===== config.mk =====
export PLATFORM = sky130hd
export DESIGN_NAME = disc_sprite_pipe
export DESIGN_NICKNAME = d
export VERILOG_FILES = /design/src/rtl/disc_sprite_pkg.sv /design/src/rtl/sprite_param_dbuf.sv /design/src/rtl/disc_sprite_pipe.sv
export SDC_FILE = /design/constraint.sdc
export NUM_CORES = 1
export LEC_CHECK = 0
export ABC_AREA = 1
export ABC_CLOCK_PERIOD_IN_PS = 10500
export CAP_MARGIN = 20
export CORE_ASPECT_RATIO = 0.75
export CORE_MARGIN = 2
export CORE_UTILIZATION = 39
export DETAILED_ROUTE_END_ITERATION = 10
export DONT_BUFFER_PORTS = 1
export GPL_TIMING_DRIVEN = 0
export SLEW_MARGIN = 10
export SYNTH_ARGS = -nofsm -noshare
export SYNTH_HDL_FRONTEND = slang
export SYNTH_SLANG_ARGS = --single-unit

===== constraint.sdc =====
create_clock -name clk_in -period 10.5 [get_ports clk_in]
set_input_delay 2.1 -clock clk_in [delete_from_list [all_inputs] [get_ports clk_in]]
set_output_delay 2.1 -clock clk_in [all_outputs]
set_load 0.005 [all_outputs]

===== src/rtl/disc_sprite_pkg.sv =====
// disc_sprite_pkg: shared constants, types and helpers for the disc sprite
// pipeline (disc_sprite_pipe and its parameter double-buffer).

package disc_sprite_pkg;

   // Cycles from hcount/vcount/pixel_valid sampling to the registered outputs.
   localparam int LATENCY = 3;

   // One RGB888 pixel, most significant byte first: {R,G,B}.
   typedef struct packed {
      logic [7:0] r;
      logic [7:0] g;
      logic [7:0] b;
   } rgb888_t;

   // Width needed to hold the square of an unsigned w-bit value.
   function automatic int sq_w(input int w);
      return 2 * w;
   endfunction

endpackage


===== src/rtl/sprite_param_dbuf.sv =====
// sprite_param_dbuf: shadow/active parameter registers for the disc sprite.
// update_i captures a shadow set and marks it pending; new_frame_i promotes
// the pending set (or the live inputs, when both pulses coincide) into the
// active set and precomputes radius squared so the datapath never sees a
// mid-frame change.
// Optional feature macro: DISC_SPRITE_OUTLINE_EN (adds the inner-ring square).

module sprite_param_dbuf
   import disc_sprite_pkg::*;
#(
   parameter int H_W    = 11,
   parameter int V_W    = 10,
`ifdef DISC_SPRITE_OUTLINE_EN
   parameter int RING_W = 4,
`endif
   parameter int R_W    = 8
) (
   input  logic                   clk_i,
   input  logic                   rst_n_i,
   input  logic                   new_frame_i,
   input  logic                   update_i,
   input  logic [H_W-1:0]         x_i,
   input  logic [V_W-1:0]         y_i,
   input  logic [R_W-1:0]         radius_i,
   output logic [H_W-1:0]         act_x_o,
   output logic [V_W-1:0]         act_y_o,
`ifdef DISC_SPRITE_OUTLINE_EN
   output logic [sq_w(R_W)-1:0]   act_inner_sq_o,
   output logic                   act_ring_en_o,
`endif
   output logic [sq_w(R_W)-1:0]   act_r_sq_o
);

   localparam int RSQ_W = sq_w(R_W);

   logic [H_W-1:0]   sh_x_q, sh_x_d;
   logic [V_W-1:0]   sh_y_q, sh_y_d;
   logic [R_W-1:0]   sh_r_q, sh_r_d;
   logic             pending_q, pending_d;
   logic [H_W-1:0]   act_x_q, act_x_d;
   logic [V_W-1:0]   act_y_q, act_y_d;
   logic [RSQ_W-1:0] act_r_sq_q, act_r_sq_d;

   logic             load_s;
   logic [H_W-1:0]   src_x_s;
   logic [V_W-1:0]   src_y_s;
   logic [R_W-1:0]   src_r_s;
   logic [RSQ_W-1:0] src_r_sq_s;

`ifdef DISC_SPRITE_OUTLINE_EN
   logic [R_W-1:0]   inner_r_s;
   logic [RSQ_W-1:0] inner_sq_s;
   logic             ring_en_s;
   logic [RSQ_W-1:0] act_inner_sq_q, act_inner_sq_d;
   logic             act_ring_en_q, act_ring_en_d;
`endif

   // Load source: live inputs win over the shadow when update and frame start coincide.
   always_comb begin
      load_s = new_frame_i & (update_i | pending_q);
      if (update_i) begin
         src_x_s = x_i;
         src_y_s = y_i;
         src_r_s = radius_i;
      end else begin
         src_x_s = sh_x_q;
         src_y_s = sh_y_q;
         src_r_s = sh_r_q;
      end
      src_r_sq_s = RSQ_W'(src_r_s) * RSQ_W'(src_r_s);
   end

`ifdef DISC_SPRITE_OUTLINE_EN
   // Inner ring threshold; radii not larger than the ring width stay filled discs.
   always_comb begin
      inner_r_s = src_r_s - R_W'(RING_W);
      if (src_r_s > R_W'(RING_W)) begin
         ring_en_s  = 1'b1;
         inner_sq_s = RSQ_W'(inner_r_s) * RSQ_W'(inner_r_s);
      end else begin
         ring_en_s  = 1'b0;
         inner_sq_s = {RSQ_W{1'b0}};
      end
   end
`endif

   // Next-state for shadow set, pending flag and active set.
   always_comb begin
      if (update_i) begin
         sh_x_d = x_i;
         sh_y_d = y_i;
         sh_r_d = radius_i;
      end else begin
         sh_x_d = sh_x_q;
         sh_y_d = sh_y_q;
         sh_r_d = sh_r_q;
      end

      if (new_frame_i) begin
         pending_d = 1'b0;
      end else if (update_i) begin
         pending_d = 1'b1;
      end else begin
         pending_d = pending_q;
      end

      if (load_s) begin
         act_x_d    = src_x_s;
         act_y_d    = src_y_s;
         act_r_sq_d = src_r_sq_s;
      end else begin
         act_x_d    = act_x_q;
         act_y_d    = act_y_q;
         act_r_sq_d = act_r_sq_q;
      end
`ifdef DISC_SPRITE_OUTLINE_EN
      if (load_s) begin
         act_inner_sq_d = inner_sq_s;
         act_ring_en_d  = ring_en_s;
      end else begin
         act_inner_sq_d = act_inner_sq_q;
         act_ring_en_d  = act_ring_en_q;
      end
`endif
   end

   // Parameter state registers, cleared asynchronously to a radius-0 sprite at (0,0).
   always_ff @(posedge clk_i or negedge rst_n_i) begin
      if (!rst_n_i) begin
         sh_x_q     <= {H_W{1'b0}};
         sh_y_q     <= {V_W{1'b0}};
         sh_r_q     <= {R_W{1'b0}};
         pending_q  <= 1'b0;
         act_x_q    <= {H_W{1'b0}};
         act_y_q    <= {V_W{1'b0}};
         act_r_sq_q <= {RSQ_W{1'b0}};
      end else begin
         sh_x_q     <= sh_x_d;
         sh_y_q     <= sh_y_d;
         sh_r_q     <= sh_r_d;
         pending_q  <= pending_d;
         act_x_q    <= act_x_d;
         act_y_q    <= act_y_d;
         act_r_sq_q <= act_r_sq_d;
      end
   end

`ifdef DISC_SPRITE_OUTLINE_EN
   // Active ring threshold registers.
   always_ff @(posedge clk_i or negedge rst_n_i) begin
      if (!rst_n_i) begin
         act_inner_sq_q <= {RSQ_W{1'b0}};
         act_ring_en_q  <= 1'b0;
      end else begin
         act_inner_sq_q <= act_inner_sq_d;
         act_ring_en_q  <= act_ring_en_d;
      end
   end

   assign act_inner_sq_o = act_inner_sq_q;
   assign act_ring_en_o  = act_ring_en_q;
`endif

   assign act_x_o    = act_x_q;
   assign act_y_o    = act_y_q;
   assign act_r_sq_o = act_r_sq_q;

endmodule


===== src/rtl/disc_sprite_pipe.sv =====
// disc_sprite_pipe: three-stage pipelined disc (or ring) sprite.
// S1 absolute offsets, S2 squares, S3 distance compare; colour is decoded
// from the registered hit. Each pixel carries its radius thresholds down the
// pipe so a frame-boundary parameter swap never splits a pixel across sets.
// Optional feature macro: DISC_SPRITE_OUTLINE_EN (outline ring of RING_W px).

module disc_sprite_pipe
   import disc_sprite_pkg::*;
#(
   parameter int          H_W    = 11,
   parameter int          V_W    = 10,
   parameter int          R_W    = 8,
   parameter logic [23:0] COLOR  = 24'hFF_FF_FF,
   parameter int          RING_W = 4
) (
   input  logic           clk_in,
   input  logic           rst_n_in,
   input  logic [H_W-1:0] hcount_in,
   input  logic [V_W-1:0] vcount_in,
   input  logic           pixel_valid_in,
   input  logic           new_frame_in,
   input  logic [H_W-1:0] x_in,
   input  logic [V_W-1:0] y_in,
   input  logic [R_W-1:0] radius_in,
   input  logic           update_in,
   output logic [7:0]     red_out,
   output logic [7:0]     green_out,
   output logic [7:0]     blue_out,
   output logic           hit_out,
   output logic           pixel_valid_out
);

   localparam int DX2_W = sq_w(H_W);
   localparam int DY2_W = sq_w(V_W);
   localparam int D2_W  = DX2_W + 1;
   localparam int RSQ_W = sq_w(R_W);

   logic [H_W-1:0]   act_x_s;
   logic [V_W-1:0]   act_y_s;
   logic [RSQ_W-1:0] act_r_sq_s;

   logic [H_W-1:0]   dx_q, dx_d;
   logic [V_W-1:0]   dy_q, dy_d;
   logic             v1_q;
   logic [RSQ_W-1:0] rsq1_q;

   logic [DX2_W-1:0] dx2_q, dx2_d;
   logic [DY2_W-1:0] dy2_q, dy2_d;
   logic             v2_q;
   logic [RSQ_W-1:0] rsq2_q;

   logic [D2_W-1:0]  d2_s;
   logic             in_outer_s;
   logic             hit_q, hit_d;
   logic             pv_q;
   rgb888_t          color_s;

`ifdef DISC_SPRITE_OUTLINE_EN
   logic [RSQ_W-1:0] act_inner_sq_s;
   logic             act_ring_en_s;
   logic [RSQ_W-1:0] inner1_q, inner2_q;
   logic             ring1_q, ring2_q;
   logic             in_inner_s;
`endif

   sprite_param_dbuf #(
      .H_W           (H_W),
      .V_W           (V_W),
`ifdef DISC_SPRITE_OUTLINE_EN
      .RING_W        (RING_W),
`endif
      .R_W           (R_W)
   ) u_dbuf (
      .clk_i         (clk_in),
      .rst_n_i       (rst_n_in),
      .new_frame_i   (new_frame_in),
      .update_i      (update_in),
      .x_i           (x_in),
      .y_i           (y_in),
      .radius_i      (radius_in),
      .act_x_o       (act_x_s),
      .act_y_o       (act_y_s),
`ifdef DISC_SPRITE_OUTLINE_EN
      .act_inner_sq_o(act_inner_sq_s),
      .act_ring_en_o (act_ring_en_s),
`endif
      .act_r_sq_o    (act_r_sq_s)
   );

   // S1 comb: unsigned distance from the centre, compare first so nothing wraps.
   always_comb begin
      if (hcount_in >= act_x_s) begin
         dx_d = hcount_in - act_x_s;
      end else begin
         dx_d = act_x_s - hcount_in;
      end
      if (vcount_in >= act_y_s) begin
         dy_d = vcount_in - act_y_s;
      end else begin
         dy_d = act_y_s - vcount_in;
      end
   end

   // S2 comb: full-width squares of the offsets.
   always_comb begin
      dx2_d = DX2_W'(dx_q) * DX2_W'(dx_q);
      dy2_d = DY2_W'(dy_q) * DY2_W'(dy_q);
   end

   // S3 comb: squared distance against the thresholds that travelled with the pixel.
   always_comb begin
      d2_s       = D2_W'(dx2_q) + D2_W'(dy2_q);
      in_outer_s = (d2_s <= D2_W'(rsq2_q));
`ifdef DISC_SPRITE_OUTLINE_EN
      if (ring2_q) begin
         in_inner_s = (d2_s <= D2_W'(inner2_q));
      end else begin
         in_inner_s = 1'b0;
      end
      hit_d = v2_q & in_outer_s & ~in_inner_s;
`else
      hit_d = v2_q & in_outer_s;
`endif
   end

   // Pipeline registers S1..S3; reset empties the pipe and drops all hits at once.
   always_ff @(posedge clk_in or negedge rst_n_in) begin
      if (!rst_n_in) begin
         dx_q   <= {H_W{1'b0}};
         dy_q   <= {V_W{1'b0}};
         v1_q   <= 1'b0;
         rsq1_q <= {RSQ_W{1'b0}};
         dx2_q  <= {DX2_W{1'b0}};
         dy2_q  <= {DY2_W{1'b0}};
         v2_q   <= 1'b0;
         rsq2_q <= {RSQ_W{1'b0}};
         hit_q  <= 1'b0;
         pv_q   <= 1'b0;
      end else begin
         dx_q   <= dx_d;
         dy_q   <= dy_d;
         v1_q   <= pixel_valid_in;
         rsq1_q <= act_r_sq_s;
         dx2_q  <= dx2_d;
         dy2_q  <= dy2_d;
         v2_q   <= v1_q;
         rsq2_q <= rsq1_q;
         hit_q  <= hit_d;
         pv_q   <= v2_q;
      end
   end

`ifdef DISC_SPRITE_OUTLINE_EN
   // Ring thresholds ride alongside the pixel through S1 and S2.
   always_ff @(posedge clk_in or negedge rst_n_in) begin
      if (!rst_n_in) begin
         inner1_q <= {RSQ_W{1'b0}};
         ring1_q  <= 1'b0;
         inner2_q <= {RSQ_W{1'b0}};
         ring2_q  <= 1'b0;
      end else begin
         inner1_q <= act_inner_sq_s;
         ring1_q  <= act_ring_en_s;
         inner2_q <= inner1_q;
         ring2_q  <= ring1_q;
      end
   end
`endif

   // Colour decode from the registered hit: sprite colour or black.
   always_comb begin
      if (hit_q) begin
         color_s = COLOR;
      end else begin
         color_s = 24'h00_00_00;
      end
   end

   assign red_out         = color_s.r;
   assign green_out       = color_s.g;
   assign blue_out        = color_s.b;
   assign hit_out         = hit_q;
   assign pixel_valid_out = pv_q;

endmodule


* After elaboration in Yosys (flattened, before gate mapping) *
Index checks and enable logic that the tools add are counted.

cells by class
  add/sub/neg operators = 5
  $mul = 3
  $lt $le $gt $ge = 3
  muxes and demuxes = 8
  bitwise gates (word level) = 3
  reduce and logical (&&, ||, !) cells = 1

operator list
  cell                                       number
  two-way mux 24 bit                         1
  adder 22 x 20 -> 23 bit                    1
  less-or-equal comparator 23 x 16 -> 1 bit  1
  multiplier 11 x 11 -> 22 bit               1
  two-way mux 11 bit                         2
  subtractor 11 bit                          2
  multiplier 10 x 10 -> 20 bit               1
  two-way mux 10 bit                         2
  subtractor 10 bit                          2
  multiplier 8 x 8 -> 16 bit                 1
  greater-or-equal comparator 11 bit         1
  greater-or-equal comparator 10 bit         1
  two-way mux 8 bit                          1
  bitwise AND 1 bit                          2
  two-way mux 1 bit                          2
  nonzero test 2 bit                         1
  OR 1 bit                                   1

storage, ports and cells
  register bits after elaboration = 166
  input bits = 55
  output and inout bits = 26
  word-level logic and storage cells = 40

* Logic depth before layout (Yosys ltp) *
  depth after elaboration = 3
  mapped depth = 22
  mapped depth without buffers = 22

* By module *
A second synthesis with hierarchy kept.

second synthesis, totals
  cells, all modules = 2125
  area, all modules = 17000.1 um^2

modules (own cells, without submodules)
  module             instances  cells each  area each (um^2)  sequential area each (um^2)
  disc_sprite_pipe   1          1609        12781.0           2427.3
  sprite_param_dbuf  1          516         4219.0            1651.6

* Least setup slack after synthesis *
Ideal clock, no wire load.

  path kind = input to register
  start = input port update_in
  end = register u_dbuf.act_r_sq_q[10], in the netlist u_dbuf.act_r_sq_o[10]
  setup time = 136 ps
  arrival = 5986 ps
  required time = 10364 ps
  slack = 4378 ps
  cell stages on the path = 17
  path buffers = 1
  path through = inv_2 buf_2 or2_2 o21ai_1 nor2_1 fa_1 fa_1 fa_1 inv_1 fa_1 inv_1 ha_1 a21oi_1 o21ai_0 a21oi_1 xor2_1 o21ai_0

on the way
  word-level cells in the longest chain between the ends = 2
  elaborated cells on any way between the ends = 4
  classes of those cells = mul: 1; mux: 1; bitwise: 2

ends and longest elaborated chain
  what                                                             RTL line                                          RTL
  start, declared                                                  disc_sprite_pipe.sv:25                            input logic update_in,
  two-way mux 8 bit or OR 1 bit (tied branches)                    -
  multiplier 8 x 8 -> 16 bit or bitwise AND 1 bit (tied branches)  sprite_param_dbuf.sv:70, sprite_param_dbuf.sv:60
  end signal, assigned                                             sprite_param_dbuf.sv:136                          act_r_sq_q <= {RSQ_W{1'b0}};
  end signal, assigned                                             sprite_param_dbuf.sv:144                          act_r_sq_q <= act_r_sq_d;
  end, declared                                                    sprite_param_dbuf.sv:42                           logic [RSQ_W-1:0] act_r_sq_q, act_r_sq_d;

Several ways; a longest one is shown, not always the timed one.
A chain may end at the register's enable or synchronous reset.

* Worst setup path after layout *
  start = input port update_in
  end = register u_dbuf.act_r_sq_q[15], in the netlist u_dbuf.act_r_sq_o[15]

The elaborated chain is that of the path after synthesis.

==> run summary <==
================================================================================
Min-Delay Startpoint ..............................................    rsq1_q[0]
Actual transition at the worst max-transition pin .................     0.647 ns
Number of antenna violations at the first check in global routing .            0
Wire length per cell ..............................................      13.8 um
Worst min-delay path category .....................................   reg -> reg
Number of cells on the worst reg-to-reg path ......................           17
CTS root buffer ................................................... sky130_fd_sc_hd__clkbuf_16
Most used flip-flop cell after synthesis .......................... sky130_fd_sc_hd__dfrtp_1
Setup repair after global routing missed its margin ...............        false
Largest clock skew in the final design ............................    0.0177 ns
Slack of the worst reg-to-reg path ................................      5.22 ns
Relative slew slack ...............................................        0.569
Final worst hold slack ............................................     0.349 ns
TritonCTS buffer count ............................................           17
Average footprint of a synthesized cell ...........................     7.86 um2
Final #Nets .......................................................        2,538
Via count .........................................................       12,800
I/O pin cnt .......................................................           81
Setup repair bufs after CTS .......................................            0
Vertical die dimension ............................................       183 um
Width of the die ..................................................       243 um
Maximum clock rate ................................................    0.163 GHz
Final cycle utilization of the critical path ......................        0.584
Classification of the worst setup path ............................    in -> reg
Total of warnings raised by yosys .................................            0
Routed WL .........................................................    37,500 um
Worst-case hold path end point ....................................    rsq2_q[0]
Hold Vio Cnt, Final ...............................................            0
Post-DR vias/cell .................................................         4.69
Run status ........................................................ finished, final reports clean
Arrival time reported for the critical path endpoint ..............      6.48 ns
Count of buffers inserted at the top-level ports ..................            0
Beginning of the worst register-to-register path ..................      dx_q[8]
Remaining global-route overflow ...................................            0
First-pass GRT wire length ........................................    64,600 um
Synth-to-Final Area Change ........................................        8.14%
Via count of the first global-routing pass ........................       12,900
Hold-fix buffers at CTS ...........................................            0
Count of distinct cell types in the synthesized netlist ...........           38
Core Area .........................................................   42,100 um2
First-iteration detailed-routing DRC count ........................          719
Initial cell density of the core ..................................        0.395
Hold Path Cell Cnt ................................................            0
Share of synthesized registers carrying an async set or reset .....         1.00
Worst path required time ..........................................     10.84 ns
Total DRC errors in the routed layout .............................            0
Final core utilization ............................................        0.428
CTS clock-pin slew for the worst setup and hold paths .............      0.07 ns
Clock insertion delay at the later pin of the skew report .........      0.46 ns
Most frequent cells in the layout ................................. 528 x sky130_fd_sc_hd__nand2_1, 429 x sky130_fd_sc_hd__inv_1, 204 x sky130_fd_sc_hd__ha_1
Total die area ....................................................   44,400 um2
Capture instance of the worst register-to-register path ...........    dx2_q[14]
Origin of the worst setup path ....................................    update_in
TritonCTS clock tree ..............................................         done
Final setup violation count .......................................            0
Commonest non-fill, non-tap cell in the layout .................... sky130_fd_sc_hd__nand2_1
Count of instances resized after the clock tree is built ..........            0
Number of H-tree branching levels .................................            4
Synthesized netlist cell count ....................................        2,120
Tmin final ........................................................      6.14 ns
Share of cells above drive strength 1 .............................       0.0469
Max capacitance violation total ...................................            0
Number of enable-type register cells in the synthesized netlist ...            0
Number of clock sinks .............................................          161
Number of register bits inferred by synthesis .....................          161
Post-DP HPWL ......................................................    31,000 um
CP Capture Type ...................................................         flop
Sum of negative setup slack .......................................         0 ns
Routability Congestion ............................................        0.902
Kind of launch point of the worst setup path ......................   input port
Share of synthesized area occupied by flip-flops and latches ......        0.242
Remaining antenna violation count .................................            0
Max Fanout on Critical Path .......................................           10
Post-Syn Nets .....................................................        2,519
Summed instance area of the synthesized netlist ...................   16,700 um2
Cell row count ....................................................           65
Pin count of the biggest net entering global routing ..............          162
DRT Pass-1 Iters ..................................................            5
Final number of max-transition violations .........................            0
ANT cells .........................................................            0
Max Buffers Root-to-Sink ..........................................            2
Global-route total usage across every layer .......................        0.179
================================================================================
-- metal layers --
| metal | routed length, um | share of wire | track usage | vias up |
|---|---|---|---|---|
| met5 | 0 | 0 | 0 | - |
| met4 | 399 | 0.011 | 0.0366 | 0 |
| met3 | 1300 | 0.035 | 0.0256 | 31 |
| met2 | 16000 | 0.43 | 0.277 | 237 |
| met1 | 19700 | 0.53 | 0.266 | 5960 |
| li1 | - | - | - | 6522 |
-- state kept, by name, summed over array words and instances (netlist names), 10 cells and up --
register	cells
dx2_q	21
rsq1_q	15
dy_q	10
dy2_q	19
dx_q	11
u_dbuf.sh_y_q	10
u_dbuf.act_y_o	10
rsq2_q	15
u_dbuf.sh_x_q	11
u_dbuf.act_r_sq_o	15
u_dbuf.act_x_o	11
-- critical path: stages --
cell and delay [ns]:
sky130_fd_sc_hd__inv_2 0.01, sky130_fd_sc_hd__buf_2 0.16, sky130_fd_sc_hd__or2_2 0.28, sky130_fd_sc_hd__o21ai_1 0.34, sky130_fd_sc_hd__nor2_1 0.16, sky130_fd_sc_hd__fa_1 0.52, sky130_fd_sc_hd__inv_1 0.06, sky130_fd_sc_hd__fa_1 0.50
sky130_fd_sc_hd__fa_1 0.51, sky130_fd_sc_hd__fa_1 0.54, sky130_fd_sc_hd__inv_1 0.04, sky130_fd_sc_hd__ha_1 0.35, sky130_fd_sc_hd__a21oi_1 0.20, sky130_fd_sc_hd__o21ai_0 0.13, sky130_fd_sc_hd__nand2_1 0.08, sky130_fd_sc_hd__nand4_1 0.12
sky130_fd_sc_hd__or2_0 0.23, sky130_fd_sc_hd__nand3_1 0.08, sky130_fd_sc_hd__nand2_1 0.06
-- synthesized netlist by cell type, types with 12 or more instances --
cell type	count	area (um2)
sky130_fd_sc_hd__ha_1	204	2550
sky130_fd_sc_hd__nand2_1	528	1980
sky130_fd_sc_hd__inv_1	429	1610
sky130_fd_sc_hd__a31oi_1	12	75.1
sky130_fd_sc_hd__nand3_1	66	330
sky130_fd_sc_hd__buf_4	28	210
sky130_fd_sc_hd__fa_1	140	2800
sky130_fd_sc_hd__a21oi_1	93	465
sky130_fd_sc_hd__buf_2	17	85.1
sky130_fd_sc_hd__o21ai_0	68	340
sky130_fd_sc_hd__xor2_1	63	552
sky130_fd_sc_hd__nor2_1	144	541
sky130_fd_sc_hd__o21ai_1	12	60.1
sky130_fd_sc_hd__clkbuf_1	28	105
sky130_fd_sc_hd__xnor2_1	31	272
sky130_fd_sc_hd__dfrtp_1	161	4030
sky130_fd_sc_hd__nand4_1	20	125
-- worst max path at each step --
stage / endpoint / slack [ns] / cells past startpoint
2_1_floorplan: u_dbuf.act_r_sq_o[10] / 4.38 / 17
3_3_place_gp: u_dbuf.act_r_sq_o[10] / 3.91 / 17
3_5_place_dp: u_dbuf.act_r_sq_o[10] / 3.89 / 17
4_1_cts: u_dbuf.act_r_sq_o[10] / 4.37 / 17
5_1_grt: u_dbuf.act_r_sq_o[15] / 4.01 / 19
6_report: u_dbuf.act_r_sq_o[15] / 4.36 / 19
-- final cells by class --
| class | instances | area, um2 |
|---|---|---|
| plain buffers | 74 | 405 |
| clock buffers | 17 | 425 |
| clock inverters | 15 | 218 |
| fillers | 4267 | 24100 |
| inverters | 436 | 1640 |
| multi-input cells | 1449 | 10600 |
| flip-flops and latches | 161 | 4030 |
| well taps | 569 | 712 |
-- cells by family after synthesis --
logic type	Yosys count	synth area share
and+or+nand+nor	786	0.189
muxes	2	0.00120
DFF	161	0.242
AOI/OAI and AO/OA	223	0.0744
adders and majority gates	344	0.321
xor gates and xnor gates	94	0.0494
buffers and inverters	510	0.123
-- through the flow --
step / worst slack, ns / instance area (um2) / instances
after floorplan: 4.38 / 16700 / 2120
after global placement: 3.91 / 17400 / 2689
after detailed placement: 3.89 / 17400 / 2689
after CTS: 4.37 / 18000 / 2721
after global routing: 4.01 / 18000 / 2721
final: 4.36 / 18000 / 2721
Power is left out: the tool's default activity adds up to more than one toggle a clock period on the data nets, which glitch-free logic cannot reach.
